<file path="config.mk">
export PLATFORM = sky130hd
export DESIGN_NAME = shift_select_pipe
export DESIGN_NICKNAME = d
export VERILOG_FILES = /design/src/rtl/shift_select_pipe.sv
export SDC_FILE = /design/constraint.sdc
export NUM_CORES = 1
export LEC_CHECK = 0
export CAP_MARGIN = 20
export CELL_PAD_IN_SITES_DETAIL_PLACEMENT = 0
export CELL_PAD_IN_SITES_GLOBAL_PLACEMENT = 1
export CORE_MARGIN = 1.5
export CORE_UTILIZATION = 40
export CTS_BUF_LIST = sky130_fd_sc_hd__clkbuf_2
export CTS_CLUSTER_SIZE = 40
export DETAILED_ROUTE_END_ITERATION = 8
export GPL_TIMING_DRIVEN = 0
export PLACE_DENSITY = 0.87
export SYNTH_ARGS = -nofsm -noshare
export SYNTH_HDL_FRONTEND = slang
export SYNTH_SLANG_ARGS = --single-unit
export TNS_END_PERCENT = 10
</file>
<file path="constraint.sdc">
create_clock -name clk -period 3 [get_ports clk]
set_input_delay 0.6 -clock clk [delete_from_list [all_inputs] [get_ports clk]]
set_output_delay 0.6 -clock clk [all_outputs]
set_load 0.02 [all_outputs]
</file>
<file path="src/rtl/shift_select_pipe.sv">
`default_nettype none
// ============================================================================
//  Module      : shift_select_pipe
//  Description : LANES independent shift/select lanes pushed through a
//                DEPTH-stage elastic valid/ready pipeline. Stage 0 registers
//                the shift/mix results, stage 1 the select/mask results, and
//                any further stages are pure delay. Completed output beats
//                are counted on beat_cnt.
//  Revision    : 1.0 - initial release
// ============================================================================
module shift_select_pipe #(
    parameter int         WIDTH = 4,
    parameter int         LANES = 2,
    parameter int         DEPTH = 2,
    parameter logic [7:0] FILL  = 8'hA0
) (
    input  logic                         clk,
    input  logic                         rst,
    input  logic                         in_valid,
    output logic                         in_ready,
    input  logic [LANES*WIDTH-1:0]       sel,
    input  logic [LANES*WIDTH-1:0]       a,
    input  logic [LANES*3-1:0]           shamt_en,
    input  logic [LANES*WIDTH-1:0]       b,
    output logic                         out_valid,
    input  logic                         out_ready,
    output logic [LANES*(3*WIDTH+2)-1:0] y,
    output logic [15:0]                  beat_cnt
);

    // Width of one lane's output word {nz, mix, r6, r5, 1'b0}
    localparam int               c_lw   = 3*WIDTH + 2;
    // Fallback constant reduced to lane width
    localparam logic [WIDTH-1:0] c_fill = WIDTH'(FILL);

    // Per-stage valid flags and the ready chain (w_rdy[DEPTH] is the consumer)
    logic [DEPTH-1:0]       r_v;
    logic [DEPTH:0]         w_rdy;

    // Stage 0 payload: results plus the operands stage 1 still needs
    logic [LANES*WIDTH-1:0] r_s0_mix;
    logic [LANES*WIDTH-1:0] r_s0_r5;
    logic [LANES*WIDTH-1:0] r_s0_b;
    logic [LANES*3-1:0]     r_s0_se;

    // Stage 0 combinational results from the input ports
    logic [LANES*WIDTH-1:0] w_mix;
    logic [LANES*WIDTH-1:0] w_r5;

    // Stage 1 combinational packed word built from stage 0 registers
    logic [LANES*c_lw-1:0]  w_word;

    // Stages 1..DEPTH-1 carry the fully packed lane words
    logic [LANES*c_lw-1:0]  r_word [1:DEPTH-1];

    logic [15:0]            r_cnt;

    // Per-lane datapath; lanes never interact
    for (genvar i = 0; i < LANES; i++) begin : g_lane
        logic [WIDTH-1:0] w_a;
        logic [WIDTH-1:0] w_b;
        logic [2:0]       w_se;
        logic [WIDTH-1:0] w_sh;
        logic [WIDTH-1:0] w_s0_mix;
        logic [WIDTH-1:0] w_s0_r5;
        logic [WIDTH-1:0] w_s0_b;
        logic [2:0]       w_s0_se;
        logic [WIDTH-1:0] w_mask;
        logic [WIDTH-1:0] w_r6;
        logic             w_nz;

        assign w_a  = a[i*WIDTH +: WIDTH];
        assign w_b  = b[i*WIDTH +: WIDTH];
        assign w_se = shamt_en[i*3 +: 3];

        // Stage 0: select operand, and shift a logically by b or the fill value
        assign w_mix[i*WIDTH +: WIDTH] = (|sel[i*WIDTH +: WIDTH]) ? w_a : w_b;
        assign w_sh                    = (|w_se) ? w_b : c_fill;
        assign w_r5[i*WIDTH +: WIDTH]  = w_a >> w_sh;

        assign w_s0_mix = r_s0_mix[i*WIDTH +: WIDTH];
        assign w_s0_r5  = r_s0_r5[i*WIDTH +: WIDTH];
        assign w_s0_b   = r_s0_b[i*WIDTH +: WIDTH];
        assign w_s0_se  = r_s0_se[i*3 +: 3];

        // Stage 1: shamt_en acts as a sign-extended mask on r5 when b is nonzero
        assign w_mask = WIDTH'($signed(w_s0_se));
        assign w_r6   = (|w_s0_b)   ? (w_mask & w_s0_r5) :
                        (|w_s0_mix) ? w_s0_mix           : c_fill;
        assign w_nz   = ~|w_s0_r5;

        assign w_word[i*c_lw +: c_lw] = {w_nz, w_s0_mix, w_r6, w_s0_r5, 1'b0};
    end

    // Ready ripples back from the consumer; an empty stage is always ready
    always_comb begin
        w_rdy        = '0;
        w_rdy[DEPTH] = out_ready;
        for (int k = DEPTH - 1; k >= 0; k--) begin
            w_rdy[k] = ~r_v[k] | w_rdy[k+1];
        end
    end

    // Pipeline registers: each stage loads from its predecessor when ready
    always_ff @(posedge clk) begin
        if (rst) begin
            r_v      <= '0;
            r_s0_mix <= '0;
            r_s0_r5  <= '0;
            r_s0_b   <= '0;
            r_s0_se  <= '0;
            for (int k = 1; k < DEPTH; k++) begin
                r_word[k] <= '0;
            end
        end else begin
            if (w_rdy[0]) begin
                r_v[0] <= in_valid;
                if (in_valid) begin
                    r_s0_mix <= w_mix;
                    r_s0_r5  <= w_r5;
                    r_s0_b   <= b;
                    r_s0_se  <= shamt_en;
                end
            end
            if (w_rdy[1]) begin
                r_v[1] <= r_v[0];
                if (r_v[0]) begin
                    r_word[1] <= w_word;
                end
            end
            for (int k = 2; k < DEPTH; k++) begin
                if (w_rdy[k]) begin
                    r_v[k] <= r_v[k-1];
                    if (r_v[k-1]) begin
                        r_word[k] <= r_word[k-1];
                    end
                end
            end
        end
    end

    // Completed-beat counter, wraps naturally at 16 bits
    always_ff @(posedge clk) begin
        if (rst) begin
            r_cnt <= '0;
        end else if (r_v[DEPTH-1] && out_ready) begin
            r_cnt <= r_cnt + 16'd1;
        end
    end

    assign in_ready  = w_rdy[0] & ~rst;
    assign out_valid = r_v[DEPTH-1];
    assign y         = r_word[DEPTH-1];
    assign beat_cnt  = r_cnt;

endmodule
`default_nettype wire

</file>
==> results by group, run 1 <==
Status
  • Status: completed

Clock network
  • Clk_lat worst skew: 470 ps
  • Sink Count: 74
  • Max clock buf depth: 2
  • Post-CTS setup buffer count: 0
  • # hold bufs at CTS: 0
  • CTS tree: built
  • H-tree Lvls: 3
  • Root Driver: clkbuf_2
  • Total clock buffers created by CTS: 9
  • Clk pin slew, worst setup/hold paths: 190 ps

Synth
  • Avg Cell Area, Syn: 9.522 µm²
  • Area leader, netlist: dfxtp_1
  • Seq/Total Area, Yosys: 51.67%
  • Post-synth EDFFs: 26
  • Ys flop type: dfxtp_1
  • Number of warnings issued by yosys: 0
  • Distinct cells, synth: 53
  • Cells after Synth: 354
  • Syn Std Cell Area: 3371 µm²
  • Top area cells in the synthesized netlist: dfxtp_1 29%, edfxtp_1 23%, nand2_1 5.3%
  • Top cell type's share of synthesized area: 28.51%
  • Async SR Flop Fraction: 0%
  • FF+latch count, synth: 74

STA
  • Clk_skew: 29.69 ps
  • Fin crit period: 2625 ps
  • RSZ-0062 raised after global routing: no
  • Worst rel slew slack: 46.55%
  • Post-route clock period utilization: 87.49%
  • Worst-margin pin slew: 794.4 ps
  • Final setup vio count: 0
  • TNS Setup: 0 ps
  • Fmax achieved: 381.0 MHz
  • Slew Limit Fails: 0
  • Final hold violations: 0

Pwr
  • Total power: 1.913 mW
  • Worst vdd ir: 0.2115 mV
  • Power per cell area: 438.5 nW/µm²
  • Pleak: 1.579 nW

Layout
  • Syn-to-layout area delta: 29.40%
  • Diodes inserted: 0
  • Final std cells w/o fill: 550
  • Util after Layout: 53.35%
  • Layout cells sized above 1: 8.989%
  • Nets: 475
  • Fin area: 4362 µm²

Routing
  • Post-route ant nets: 0
  • Via density: 5.062
  • Initial DRC count: 103
  • Detailed-route DRC error count: 0
  • Drt first pass iters: 4
  • Routed WL: 7.482 mm
  • Mean routed wirelength per cell: 13.60 µm
  • DR vias: 2784

GRT
  • All-layer global routing usage: 17.53%
  • Initial antenna violation count: 0
  • First-pass GRT wire length: 12.03 mm
  • Vias in the first global route: 2499
  • Largest net degree at the start of global routing: 27
  • Grt ovf: 0

Die
  • Die span in x: 94.80 µm
  • Die H: 94.80 µm
  • I/O pin total: 80
  • Starting density of the core: 41.23%
  • Rows: 33
  • Full die area: 8986 µm²
  • Core footprint: 8175 µm²

Place
  • # port buffers: 74
  • Inst Count DP: 534
  • Placed wire-length estimate: 5.785 mm
  • RePlAce Congestion: 0.9009
  • Area of placed instances: 4247 µm²

Worst setup path
  • CP endpoint kind: output pin
  • Setup crit start kind: input pin
  • Worst setup path startpoint: rst
  • Arr. time, crit path: 2020 ps
  • Worst EP required: 2400 ps
  • R2R Path Start: r_v[1]
  • Worst-path fanout max: 19
  • Critical path class: input pin to output pin

Run
  • MaxCap Viol Count: 0

Hold path
  • HP Class: input pin to register
  • Hold Crit Start: out_ready
==> metal layers <==
layer / wire length (µm) / track usage (%)
met1: 3653 / 24.45
met2: 3254 / 26.13
met3: 401 / 3.140
met4: 173 / 8.333
met5: 0 / 0
==> sequential cells by signal, indices dropped and copies added, names as in the netlist <==
| signal | flops |
|---|---|
| r_v | 2 |
| r_word | 26 |
| beat_cnt | 16 |
| r_s0_mix | 8 |
| r_s0_r5 | 8 |
| r_s0_se | 6 |
| r_s0_b | 8 |
==> worst max-delay path: stages <==
cell and delay [ps]:
clkdlybuf4s50_1 470, buf_6 190, nor2b_1 140, clkdlybuf4s50_1 620
==> Yosys cell counts (7+ instances only) <==
cell and n:
a211oi_1 10, a21oi_1 33, and2_1 17, clkbuf_1 10, dfxtp_1 48, edfxtp_1 26
inv_1 7, mux2i_1 9, nand2_1 48, nand3_1 16, nand3b_1 7, nor2_1 35
nor3_1 8, xnor2_1 7
==> kinds of logic after synthesis <==
| family | Yosys count | share of synthesized area [%] |
|---|---|---|
| XOR/XNOR | 10 | 2.599 |
| buffers and inverters | 28 | 4.380 |
| other | 1 | 0.1113 |
| adder cells (fa/ha/maj) | 1 | 0.3711 |
| AO/OA/AOI/OAI | 64 | 11.62 |
| AND/OR/NAND/NOR | 164 | 25.46 |
| multiplexers | 12 | 3.786 |
| flip-flops | 74 | 51.67 |
==> cell type report <==
type / instances / area (µm²)
clock inverters: 4 / 43.79
plain buffers: 20 / 117.6
repair buffers: 75 / 755.7
well taps: 105 / 131.4
inverters: 7 / 26.28
fillers: 790 / 3814
clock buffers: 12 / 60.06
multi-input cells: 253 / 1485
flip-flops and latches: 74 / 1742
==> path summary, 6_finish.rpt <==
check	end	cells after the start	slack [ps]
worst max-delay path	in_ready	4	380
worst min-delay path	beat_cnt[1]	3	400
worst max register to register	r_word[1][5]	6	1170
worst min register to register	r_s0_se[1]	2	470
==> what timing repair did <==
action	in CTS	in global routing
gates resized for setup	0	0
endpoints found under the hold margin	0	0
endpoints found under the setup margin	0	1
==> power breakdown <==
| part | internal (mW) | switching (mW) | total (mW) |
|---|---|---|---|
| registers | 1.09 | 0.0250 | 1.11 |
| clock network | 0.199 | 0.319 | 0.517 |
| logic | 0.131 | 0.153 | 0.285 |
==> placed cells by master (no fill, tap or decap), types with 9 or more instances in the layout <==
master,Yosys,routed
clkdlybuf4s50_1,0,74
a211oi_1,10,10
nand3_1,16,16
nand2_1,48,48
a21oi_1,33,33
edfxtp_1,26,26
and2_1,17,17
mux2i_1,9,9
clkbuf_2,0,12
dfxtp_1,48,48
nor2_1,35,35
clkbuf_1,10,9
==> stage by stage <==
step           hold slack, ps  setup slack (ps)
2_1_floorplan           436.6             948.7
3_3_place_gp            448.6             13.65
3_5_place_dp            449.5            -42.26
4_1_cts                 349.6             57.32
5_1_grt                 354.6             259.3
6_report                395.4             375.2
Power figures use the tool's default switching activity.
==> run 2: changes to the inputs <==
--- a/config.mk
+++ b/config.mk
@@ -18,4 +18,4 @@
 export SYNTH_ARGS = -nofsm -noshare
 export SYNTH_HDL_FRONTEND = slang
 export SYNTH_SLANG_ARGS = --single-unit
-export TNS_END_PERCENT = 10
+export TNS_END_PERCENT = 5
==> results of run 2 <==
Final layout, timing and power as in run 1 (identical DEF).
